**config.mk**
```make
export PLATFORM = sky130hd
export DESIGN_NAME = tbus_arbiter
export DESIGN_NICKNAME = d
export VERILOG_FILES = /design/src/rtl/tbus_arbiter.sv
export SDC_FILE = /design/constraint.sdc
export NUM_CORES = 1
export LEC_CHECK = 0
export ABC_AREA = 0
export CAP_MARGIN = 20
export CORE_AREA = 5 5 312 314
export DETAILED_ROUTE_END_ITERATION = 8
export DIE_AREA = 0 0 317 319
export PLACE_DENSITY = 0.32
export SYNTH_ARGS = -nofsm -noshare
export SYNTH_HDL_FRONTEND = slang
export SYNTH_SLANG_ARGS = --single-unit
```
**constraint.sdc**
```tcl
create_clock -name clock -period 5.6 [get_ports clock]
set_input_delay 0.56 -clock clock [delete_from_list [all_inputs] [get_ports clock]]
set_output_delay 0.56 -clock clock [all_outputs]
set_load 0.03 [all_outputs]
```
**src/rtl/tbus_arbiter.sv**
```systemverilog
// Arbitrates one dcache tbus port between the load unit and the store queue.
// One operation is outstanding at a time; a flush cancels younger in-flight loads.
module tbus_arbiter #(
  parameter int ROB_SIZE_LOG = 6
) (
  input  logic                    clock,
  input  logic                    reset_n,

  input  logic                    load2arb_tbus_index_valid,
  output logic                    load2arb_tbus_index_ready,
  input  logic [63:0]             load2arb_tbus_index,
  input  logic [63:0]             load2arb_tbus_write_data,
  input  logic [63:0]             load2arb_tbus_write_mask,
  input  logic [1:0]              load2arb_tbus_operation_type,
  input  logic [ROB_SIZE_LOG:0]   load2arb_robid,
  output logic [63:0]             load2arb_tbus_read_data,
  output logic                    load2arb_tbus_operation_done,

  input  logic                    sq2arb_tbus_index_valid,
  output logic                    sq2arb_tbus_index_ready,
  input  logic [63:0]             sq2arb_tbus_index,
  input  logic [63:0]             sq2arb_tbus_write_data,
  input  logic [63:0]             sq2arb_tbus_write_mask,
  input  logic [1:0]              sq2arb_tbus_operation_type,
  output logic [63:0]             sq2arb_tbus_read_data,
  output logic                    sq2arb_tbus_operation_done,

  output logic                    tbus_index_valid,
  input  logic                    tbus_index_ready,
  output logic [63:0]             tbus_index,
  output logic [63:0]             tbus_write_data,
  output logic [63:0]             tbus_write_mask,
  output logic [1:0]              tbus_operation_type,
  input  logic [63:0]             tbus_read_data,
  input  logic                    tbus_operation_done,

  input  logic                    flush_valid,
  input  logic [ROB_SIZE_LOG:0]   flush_robid,
  output logic                    arb2dcache_flush_valid
);

  localparam int RW = ROB_SIZE_LOG + 1;

  typedef enum logic [1:0] {IDLE, LD_BUSY, SQ_BUSY, LD_DRAIN} state_t;

  state_t        state_q, state_d;
  logic          rr_last_q, rr_last_d;
  logic [RW-1:0] robid_q, robid_d;

  logic ld_elig, sq_elig, sel_ld, sel_sq, flush_hit, ld_fwd, sq_fwd;

  // Wrap flag inverts the sense of the index comparison
  function automatic logic is_younger(input logic [RW-1:0] f, input logic [RW-1:0] r);
    return (f[RW-1] ^ r[RW-1]) ^ (f[RW-2:0] < r[RW-2:0]);
  endfunction

  always_comb begin
    ld_elig = load2arb_tbus_index_valid & ~(flush_valid & is_younger(flush_robid, load2arb_robid));
    sq_elig = sq2arb_tbus_index_valid;
    sel_ld  = 1'b0;
    sel_sq  = 1'b0;
    if (state_q == IDLE) begin
      // rr_last_q high means the store queue was granted last, so the load unit takes a tie
      sel_ld = ld_elig & (~sq_elig | rr_last_q);
      sel_sq = sq_elig & ~sel_ld;
    end
    flush_hit = (state_q == LD_BUSY) & flush_valid & is_younger(flush_robid, robid_q);
    ld_fwd    = (state_q == LD_BUSY) & tbus_operation_done & ~flush_hit;
    sq_fwd    = (state_q == SQ_BUSY) & tbus_operation_done;
  end

  always_comb begin
    state_d   = state_q;
    rr_last_d = rr_last_q;
    robid_d   = robid_q;
    case (state_q)
      IDLE: begin
        if (tbus_index_ready) begin
          if (sel_ld) begin
            state_d   = LD_BUSY;
            rr_last_d = 1'b0;
            robid_d   = load2arb_robid;
          end else if (sel_sq) begin
            state_d   = SQ_BUSY;
            rr_last_d = 1'b1;
          end
        end
      end
      LD_BUSY: begin
        if (flush_hit) begin
          state_d = tbus_operation_done ? IDLE : LD_DRAIN;
        end else if (tbus_operation_done) begin
          state_d = IDLE;
        end
      end
      SQ_BUSY, LD_DRAIN: begin
        if (tbus_operation_done) state_d = IDLE;
      end
      default: state_d = IDLE;
    endcase
  end

  // Outputs are forced quiet while reset is held, including the combinational IDLE paths
  always_comb begin
    tbus_index_valid             = 1'b0;
    tbus_index                   = '0;
    tbus_write_data              = '0;
    tbus_write_mask              = '0;
    tbus_operation_type          = '0;
    load2arb_tbus_index_ready    = 1'b0;
    load2arb_tbus_read_data      = '0;
    load2arb_tbus_operation_done = 1'b0;
    sq2arb_tbus_index_ready      = 1'b0;
    sq2arb_tbus_read_data        = '0;
    sq2arb_tbus_operation_done   = 1'b0;
    arb2dcache_flush_valid       = 1'b0;
    if (reset_n) begin
      tbus_index_valid = sel_ld | sel_sq;
      if (sel_ld) begin
        tbus_index          = load2arb_tbus_index;
        tbus_write_data     = load2arb_tbus_write_data;
        tbus_write_mask     = load2arb_tbus_write_mask;
        tbus_operation_type = load2arb_tbus_operation_type;
      end else if (sel_sq) begin
        tbus_index          = sq2arb_tbus_index;
        tbus_write_data     = sq2arb_tbus_write_data;
        tbus_write_mask     = sq2arb_tbus_write_mask;
        tbus_operation_type = sq2arb_tbus_operation_type;
      end
      load2arb_tbus_index_ready    = sel_ld & tbus_index_ready;
      sq2arb_tbus_index_ready      = sel_sq & tbus_index_ready;
      load2arb_tbus_operation_done = ld_fwd;
      load2arb_tbus_read_data      = ld_fwd ? tbus_read_data : '0;
      sq2arb_tbus_operation_done   = sq_fwd;
      sq2arb_tbus_read_data        = sq_fwd ? tbus_read_data : '0;
      arb2dcache_flush_valid       = flush_hit;
    end
  end

  always_ff @(posedge clock or negedge reset_n) begin
    if (!reset_n) begin
      state_q   <= IDLE;
      rr_last_q <= 1'b0;
      robid_q   <= '0;
    end else begin
      state_q   <= state_d;
      rr_last_q <= rr_last_d;
      robid_q   <= robid_d;
    end
  end

endmodule

```
---- Word-level counts from Yosys, hierarchy flattened ----
Index checks and enable logic that the tools add are counted.
storage, ports and cells
  flip-flop bits (word level) ............. 10
  output and inout bits ................... 328
operators by class
  reduce and logical (&&, ||, !) cells .... 6
  $lt $le $gt $ge ......................... 2
  multiplexer cells ....................... 33
  bitwise operators ....................... 21
  equality and inequality tests ........... 5
operators with widths
  cell                                                              count
  64-bit 2-to-1 mux                                                 13
  2-bit 2-to-1 mux                                                  9
  6-bit < comparator                                                2
  1-bit bitwise AND                                                 11
  1-bit 2-to-1 mux                                                  10
  2-bit case mux with 3 select lines                                1
  3-bit AND reduction                                               2
  2-bit == test (second input constant)                             2
  1-bit NOT                                                         4
  1-bit bitwise XOR                                                 4
  3-bit != test (second input constant)                             1
  2-bit by 1-bit == test with 1-bit output (second input constant)  1
  2-bit zero test                                                   1
  2-bit != test (second input constant)                             1
  1-bit OR                                                          2
  2-bit AND reduction                                               1
  2-bit nonzero test                                                1
  2-bit OR reduction                                                1

---- Depth between registers and ports, before layout ----
Gate-level depths: netlist (run 1).
  depth in word-level cells ............... 13
  mapped depth ............................ 10
  gate-level depth less buffers ........... 8

---- Worst setup path after synthesis (run 1) ----
No wires, ideal clock.
  path type ............................... input -> output
  from .................................... in flush_robid[3]
  to ...................................... out load2arb_tbus_read_data[54]
  setup slack ............................. 2.394 ns
  path buffers ............................ 1
  cell stages on the path ................. 8
  data arrival time ....................... 2.646 ns
  cells stage by stage .................... ha_1 a21o_1 a21oi_1 o221ai_1 xnor2_1 a2111oi_2 clkbuf_1 and2_1
between the ends
  longest elaborated chain between the ends .. 7
RTL lines
  what                line  RTL
  start: declaration  38    input logic [ROB_SIZE_LOG:0] flush_robid,
  6-bit < comparator  54    return (f[RW-1] ^ r[RW-1]) ^ (f[RW-2:0] < r[RW-2:0]);
  1-bit bitwise XOR   54
  1-bit bitwise AND   67    flush_hit = (state_q == LD_BUSY) & flush_valid & is_younger(flush_robid, robid_q);
  1-bit NOT           68    ld_fwd = (state_q == LD_BUSY) & tbus_operation_done & ~flush_hit;
  1-bit bitwise AND   68
  64-bit 2-to-1 mux   133   load2arb_tbus_read_data = ld_fwd ? tbus_read_data : '0;
  64-bit 2-to-1 mux   117   if (reset_n) begin
  end: declaration    16    output logic [63:0] load2arb_tbus_read_data,
Every way passes these cells.

---- Worst setup path after layout (run 1) ----
  from .................................... in load2arb_robid[5]
  to ...................................... out tbus_write_data[35]
between the ends
  longest elaborated chain between the ends .. 12
RTL lines
  what                    line  RTL
  start: declaration      15    input logic [ROB_SIZE_LOG:0] load2arb_robid,
  6-bit < comparator (*)  54
  1-bit bitwise XOR (*)   54
  1-bit bitwise AND (*)   58    ld_elig = load2arb_tbus_index_valid & ~(flush_valid & is_younger(flush_robid, load2arb_robid));
  1-bit NOT (*)           58
  1-bit bitwise AND (*)   58
  1-bit bitwise AND (*)   64    sel_ld = ld_elig & (~sq_elig | rr_last_q);
  1-bit NOT               65    sel_sq = sq_elig & ~sel_ld;
  1-bit bitwise AND       65
  1-bit 2-to-1 mux        62    if (state_q == IDLE) begin
  64-bit 2-to-1 mux       124   end else if (sel_sq) begin
  64-bit 2-to-1 mux (*)   119   if (sel_ld) begin
  64-bit 2-to-1 mux (*)   117
  end: declaration        31    output logic [63:0] tbus_write_data,
Every way passes the cells marked *; elsewhere a longest branch is shown, timed or not.

==> results of run 1 <==
[state kept, by name (all words and copies together), names as in the netlist]
signal     cells
rr_last_q      1
robid_q        7
state_q        2
[final timing paths]
| check | slack [ns] | end |
|---|---|---|
| hold reg to reg | 0.50 | robid_q[0] |
| max in group asynchronous | 4.51 | state_q[1] |
| setup / recovery | 0.79 | tbus_write_data[35] |
| min in group asynchronous | 0.64 | robid_q[0] |
| setup reg to reg | 3.67 | state_q[1] |
| hold / removal | 0.50 | robid_q[0] |
[power by group]
group | internal (uW) | switching [uW]
Clock | 92.9 | 35.3
Sequential | 106 | 17.4
Combinational | 949 | 1250
Total | 1150 | 1300
[metrics by stage]
stage,hold slack [ns],instance area (um^2),instances,total power (uW),util [%]
finish,0.505,13100,2501,2450,13.9
detailed placement,0.498,13000,2482,2350,13.8
floorplan,0.264,3550,467,1130,-
CTS,0.508,13100,2485,2500,13.9
global placement,0.491,13000,2482,2360,13.8
global route,0.518,13100,2485,2560,13.9
[worst max-delay path: stages]
cell and delay, ns:
sky130_fd_sc_hd__clkdlybuf4s50_1 0.46, sky130_fd_sc_hd__inv_1 0.06, sky130_fd_sc_hd__ha_1 0.30, sky130_fd_sc_hd__a21oi_1 0.19, sky130_fd_sc_hd__o21ai_0 0.14, sky130_fd_sc_hd__a211o_1 0.32, sky130_fd_sc_hd__o2111a_1 0.21, sky130_fd_sc_hd__nor3_4 0.28
sky130_fd_sc_hd__buf_12 0.41, sky130_fd_sc_hd__a22o_1 0.40, sky130_fd_sc_hd__clkdlybuf4s50_1 0.84
[routing by layer]
layer	up-vias	routed length, um	share of wire [%]
li1	3310	-	-
met4	46	404	0.51
met3	76	8820	11
met5	-	268	0.34
met2	531	37500	47
met1	3602	32900	41
[layout by cell type (no fill, tap or decap), types with 2 or more instances in the layout]
cell type                         instances
sky130_fd_sc_hd__nor2_1                   2
sky130_fd_sc_hd__inv_1                   17
sky130_fd_sc_hd__dfrtp_1                 10
sky130_fd_sc_hd__a21oi_1                  6
sky130_fd_sc_hd__clkbuf_16                3
sky130_fd_sc_hd__clkdlybuf4s50_1        798
sky130_fd_sc_hd__buf_4                    5
sky130_fd_sc_hd__o21ai_0                  4
sky130_fd_sc_hd__mux2i_1                  5
sky130_fd_sc_hd__a22o_1                 194
sky130_fd_sc_hd__a21o_1                   2
sky130_fd_sc_hd__ha_1                    10
sky130_fd_sc_hd__nand2_1                  7
sky130_fd_sc_hd__xor2_1                   2
sky130_fd_sc_hd__nor3_4                   2
sky130_fd_sc_hd__nand2b_1                 3
sky130_fd_sc_hd__and2_1                 130
sky130_fd_sc_hd__diode_2                 16
sky130_fd_sc_hd__buf_12                   4
sky130_fd_sc_hd__mux2_2                   2
[layout make-up]
cell class,count,area [um^2]
repair buffers,807,8110
well taps,1265,1580
diodes,16,40.0
inverters,17,63.8
clock buffers,3,75.1
flip-flops and latches,10,250
fillers,10800,81200
multi-input cells,383,3010
[logic make-up (layout without fill, tap and decap cells)]
family / count (synthesis) / in the layout
compound gates: 214 / 214
xor+xnor: 3 / 3
fa+ha+maj: 10 / 10
buf+inv: 74 / 827
flops: 10 / 10
mux: 7 / 7
other cells: 0 / 16
simple gates: 149 / 149
==> results.md, run 1 <==
| Item | Value | Unit |
| --- | --- | --- |
| Setup repair after global routing missed its margin | no | - |
| Flip-flop and latch count after synthesis | 10 | - |
| Layer with the highest usage after global routing | met2 | - |
| EDFF count, synth | 0 | - |
| Average instance area after synthesis | 7.61 | um^2 |
| Via density | 3.02 | - |
| Depth of the most critical reg-to-reg path | 8 | - |
| Hold Crit Start | robid_q[0] | - |
| Cts bufs inserted | 3 | - |
| Total iterations of the first detailed-routing run | 5 | - |
| Number of instances in the synthesized netlist | 467 | - |
| Area growth, synth to finish | 269 | % |
| Adder and majority gate portion of the synthesized area | 3.52 | % |
| Leading cell type by number of instances after synthesis | sky130_fd_sc_hd__a22o_1 | - |
| Slew of the pin with the lowest slew margin | 0.693 | ns |
| Wire length reported by the detailed router | 79900 | um |
| Fraction of layout cells with a size suffix above 1 | 1.48 | % |
| Slew HR | 53.8 | % |
| Setup crit start | load2arb_robid[5] | - |
| Power density of the placed cells | 187 | nW/um^2 |
| Final period demand of the worst path | 4.81 | ns |
| Compound-cell area share of the yosys netlist | 51.7 | % |
| Worst EP required | 5.04 | ns |
| Post-synthesis cell area | 3550 | um^2 |
| Max Clk Rate | 208 | MHz |
| Initial antenna violation count | 57 | - |
| Detailed router's first-iteration violation count | 418 | - |
| CP endpoint kind | output port | - |
| Worst Hold Depth | 1 | - |
| Number of pins exceeding their max-slew limit in the final report | 0 | - |
| Boundary pin count | 801 | - |
| Synth cell types | 33 | - |
| # rows | 113 | - |
| Top post-synthesis cells by area | sky130_fd_sc_hd__a22o_1 48%, sky130_fd_sc_hd__and2_1 23%, sky130_fd_sc_hd__dfrtp_1 7.0%, sky130_fd_sc_hd__buf_2 4.6%, sky130_fd_sc_hd__ha_1 3.5% | - |
| Leakage power | 0.00457 | uW |
| Worst Path Max Fanout | 91 | - |
| Total nets after synthesis | 950 | - |
| Commonest cells in the synthesized netlist | 194 x sky130_fd_sc_hd__a22o_1, 130 x sky130_fd_sc_hd__and2_1, 33 x sky130_fd_sc_hd__buf_2 | - |
| Area enclosed by the die boundary | 101000 | um^2 |
| Post-synthesis share of cell area spent on and, or, nand and nor gates | 25.8 | % |
| Clk Latency, worst-skew pair | 0.24 | ns |
| Portion of netlist area occupied by mux cells | 2.04 | % |
| Aggregate global routing overflow | 0 | - |
| GR Util met1 | 18.1 | % |
| H-tree depth reported by CTS | 1 | - |
| Minimum setup slack after placement | 0.607 | ns |
| GRT Total Usage | 14.8 | % |
| Part of the Yosys area used for sequential elements | 7.04 | % |
| Number of design rule violations left after detail routing | 0 | - |
| Post-Route Setup TNS | 0 | ns |
| Number of buffers inserted to repair setup after CTS | 0 | - |
| CORE AREA | 94300 | um^2 |
| Category of the most critical setup path | input port to output port | - |
| Number of nets in the layout | 1705 | - |
| Share of Yosys cell area claimed by the top area cell type | 47.8 | % |
| Worst Setup Start Kind | input port | - |
| Peak supply drop | 0.125 | mV |
| Cell at the root of the clock tree | sky130_fd_sc_hd__clkbuf_16 | - |
| Worst EP arrival | 4.25 | ns |
| Hold buffer count at CTS | 0 | - |
| Main combinational cell family by area after synthesis | compound AO/OA/AOI/OAI gates | - |
| Placed wire-length estimate after detailed placement | 72000 | um |
| Clock-pin slew of the registers on the worst-case setup and hold paths | 0.04 | ns |
| Die span in y | 319 | um |
| Number of global-route vias before repair | 8150 | - |
| Clock Path Buffers | 2 | - |
| Final cycle utilization of the critical path | 85.9 | % |
| M3 GR Usage | 6.25 | % |
| Async set-reset flop share out of synthesis | 100 | % |
| Global-route wire length before repair | 97500 | um |
| Final hold violation count | 0 | - |
| Final clock skew | 0.000811 | ns |
| Clock sink total | 10 | - |
| Largest net degree at the start of global routing | 113 | - |
| Result of the run | complete, no violations | - |
| Post-cts repair resize count | 0 | - |
| Die width | 317 | um |
| Average detailed-routed wire length per instance | 32.0 | um |
| Count of endpoints failing setup in the final report | 0 | - |
| R2r startpoint | robid_q[3] | - |
| CTS tree | yes | - |
| Initial standard-cell utilization of the core | 3.77 | % |
| Share of the synthesized netlist area taken by xor and xnor gates | 0.739 | % |
| Hold crit path type | flop to flop | - |
| Yosys warnings | 0 | - |
| Total via count after detailed routing | 7565 | - |
| Worst-case setup margin in the final layout | 0.789 | ns |
| Total of max-cap violations | 0 | - |
| Global placer's final weighted congestion | 0.868 | - |
| Global routing met2 resource utilization | 25.5 | % |
| Number of nets still failing antenna checks after routing | 0 | - |
| Dominant synthesized flop cell | sky130_fd_sc_hd__dfrtp_1 | - |
| Number of port buffers | 800 | - |
| Cell type with the highest aggregate area in the netlist | sky130_fd_sc_hd__a22o_1 | - |
Power figures use the tool's default switching activity.
==> run 2: changes to the inputs <==
--- a/config.mk
+++ b/config.mk
@@ -7,9 +7,9 @@
 export LEC_CHECK = 0
 export ABC_AREA = 0
 export CAP_MARGIN = 20
-export CORE_AREA = 5 5 312 314
+export CORE_AREA = 2 2 309 311
 export DETAILED_ROUTE_END_ITERATION = 8
-export DIE_AREA = 0 0 317 319
+export DIE_AREA = 0 0 311 313
 export PLACE_DENSITY = 0.32
 export SYNTH_ARGS = -nofsm -noshare
 export SYNTH_HDL_FRONTEND = slang
==> results.md, run 2 (synthesized netlist as in run 1, its figures left out) <==
| Item | Value | Unit |
| --- | --- | --- |
| Final hold violation count | 0 | - |
| Final cycle utilization of the critical path | 89.3 | % |
| Largest net degree at the start of global routing | 97 | - |
| Series of cell instances along the critical path | clkdlybuf4s50_1 > inv_1 > ha_1 > a21oi_1 > o21ai_0 > a211o_1 > o2111a_1 > nor3_4 > buf_12 > buf_12 > a22o_1 > clkdlybuf4s50_1 | - |
| R2r startpoint | robid_q[3] | - |
| Hold buffer count at CTS | 0 | - |
| Slew HR | 57.8 | % |
| Max Clk Rate | 200 | MHz |
| Boundary pin count | 801 | - |
| Setup repair after global routing missed its margin | no | - |
| Result of the run | complete, no violations | - |
| Total iterations of the first detailed-routing run | 5 | - |
| Number of global-route vias before repair | 7895 | - |
| Final core utilization | 14.0 | % |
| Clk Latency, worst-skew pair | 0.24 | ns |
| Area enclosed by the die boundary | 97300 | um^2 |
| Post-Route Setup TNS | 0 | ns |
| Max FFs per register | 7 | - |
| Part of the total power dissipated in the clock network | 5.7 | % |
| Average detailed-routed wire length per instance | 29.7 | um |
| Worst-case setup margin in the final layout | 0.597 | ns |
| CORE AREA | 94200 | um^2 |
| H-tree depth reported by CTS | 1 | - |
| Number of port buffers | 800 | - |
| Die span in y | 313 | um |
| Logic pwr share | 89.5 | % |
| Post-cts repair resize count | 0 | - |
| Worst Hold Depth | 1 | - |
| Reg2reg end | state_q[1] | - |
| Area growth, synth to finish | 270 | % |
| Via density | 3.04 | - |
| Worst EP arrival | 4.44 | ns |
| Worst Setup EP | tbus_write_mask[36] | - |
| Global placer's final weighted congestion | 0.952 | - |
| Buffers plus inverters on the worst setup path | 5 | - |
| Number of pins exceeding their max-slew limit in the final report | 0 | - |
| Largest registers | robid_q: 7 flops, state_q: 2 flops, rr_last_q: 1 flops | - |
| FILL cells | 10800 | - |
| Depth of the most critical reg-to-reg path | 8 | - |
| Slowest-stage cell, CP | sky130_fd_sc_hd__clkdlybuf4s50_1 | - |
| P_int | 1170 | uW |
| Number of nets in the layout | 1709 | - |
| Register with the highest flop count | robid_q | - |
| Commonest non-fill, non-tap cell in the layout | sky130_fd_sc_hd__clkdlybuf4s50_1 | - |
| Total via count after detailed routing | 7584 | - |
| Register share of total power | 4.8 | % |
| # rows | 113 | - |
| Cell at the root of the clock tree | sky130_fd_sc_hd__clkbuf_16 | - |
| CP endpoint kind | output port | - |
| Switching power summed over all nets | 1400 | uW |
| Number of nets still failing antenna checks after routing | 0 | - |
| Die width | 311 | um |
| Initial standard-cell utilization of the core | 3.78 | % |
| Most used cells in the layout excluding fill and tap cells | 794 x sky130_fd_sc_hd__clkdlybuf4s50_1, 194 x sky130_fd_sc_hd__a22o_1, 130 x sky130_fd_sc_hd__and2_1 | - |
| Hold crit path type | flop to flop | - |
| GRT Total Usage | 14.3 | % |
| Clock sink total | 10 | - |
| Final clock skew | 0.00556 | ns |
| Global-route wire length before repair | 91200 | um |
| Detailed router's first-iteration violation count | 337 | - |
| Placed wire-length estimate after detailed placement | 66900 | um |
| Count of endpoints failing setup in the final report | 0 | - |
| Slew of the pin with the lowest slew margin | 0.632 | ns |
| Peak supply drop | 0.0726 | mV |
| Total chip power | 2570 | uW |
| Final period demand of the worst path | 5.00 | ns |
| Minimum setup slack among reg-to-reg paths | 3.63 | ns |
| Number of design rule violations left after detail routing | 0 | - |
| Cts bufs inserted | 3 | - |
| Minimum setup slack after placement | 0.545 | ns |
| CTS tree | yes | - |
| Switching power share of the total | 54.4 | % |
| Worst Setup Start Kind | input port | - |
| Worst EP required | 5.04 | ns |
| Setup crit start | load2arb_robid[5] | - |
| Wire length reported by the detailed router | 73900 | um |
| Power density of the placed cells | 195 | nW/um^2 |
| Stages on the worst setup path | 12 | - |
| Fraction of layout cells with a size suffix above 1 | 2.20 | % |
| Initial antenna violation count | 26 | - |
| Largest delay contributor family on the critical path | buffers and inverters | - |
| Number of buffers inserted to repair setup after CTS | 0 | - |
| Slowest Stage Delay on Critical Path | 0.83 | ns |
| Category of the most critical setup path | input port to output port | - |
| Leakage power | 0.00461 | uW |
| Aggregate global routing overflow | 0 | - |
| Clock Path Buffers | 2 | - |
| Clock-pin slew of the registers on the worst-case setup and hold paths | 0.05 | ns |
| Worst Path Max Fanout | 69 | - |
| Total of max-cap violations | 0 | - |
run 2: cell count changes in the layout (fill, tap and decap cells not counted), sizes merged:
| cell | delta |
|---|---|
| buf | +8 |
| clkdlybuf4s50 | -4 |
| diode | -13 |
| clkbuf | +1 |
run 2: area by class of cell:
cell class                 count  area [um^2]  share of cell area, %
antenna                        3         7.51                 0.0571
timing repair buffer         811         8150                   62.0
multi-input combinational    383         3010                   22.9
inverter                      17         63.8                  0.485
tap                         1265         1580                   12.0
sequential                    10          250                   1.90
clock buffer                   4         88.8                  0.675
run 2: per-stage QoR:
step	cells	cell area, um^2	hold slack (ns)
after global placement	2486	13100	0.491
after CTS	2490	13100	0.511
after detailed placement	2486	13100	0.500
after global routing	2491	13100	0.519
after floorplan	467	3550	0.264
final	2493	13200	0.508
run 2: power by group through the flow:
stage | combinational, uW | sequential, uW | clock, uW
after floorplan | 1010 | 119 | 0
after global placement | 2340 | 124 | 0
after detailed placement | 2330 | 125 | 0
after CTS | 2350 | 124 | 148
after global routing | 2390 | 129 | 153
final | 2300 | 124 | 146
run 2: worst min path at each step:
stage | from | endpoint | slack (ns)
6_report | robid_q[0] | robid_q[0] | 0.51
5_1_grt | robid_q[0] | robid_q[0] | 0.52
4_1_cts | robid_q[0] | robid_q[0] | 0.51
3_5_place_dp | robid_q[0] | robid_q[0] | 0.50
3_3_place_gp | robid_q[0] | robid_q[0] | 0.49
2_1_floorplan | reset_n | robid_q[0] | 0.26
run 2: routing by layer:
| layer | vias to the layer above | track usage [%] | wire length, um | part of all wire [%] |
|---|---|---|---|---|
| met1 | 3683 | 18.3 | 32200 | 44 |
| met3 | 46 | 4.12 | 5770 | 7.8 |
| li1 | 3296 | - | - | - |
| met4 | 14 | 0.736 | 366 | 0.50 |
| met5 | - | 0 | 87 | 0.12 |
| met2 | 545 | 24.7 | 35500 | 48 |
==> run 3: changes to the inputs <==
--- a/config.mk
+++ b/config.mk
@@ -8,6 +8,7 @@
 export ABC_AREA = 0
 export CAP_MARGIN = 20
 export CORE_AREA = 2 2 309 311
+export CTS_CLUSTER_SIZE = 30
 export DETAILED_ROUTE_END_ITERATION = 8
 export DIE_AREA = 0 0 311 313
 export PLACE_DENSITY = 0.32
==> results of run 3 <==
Final layout, timing and power as in run 2 (identical DEF).
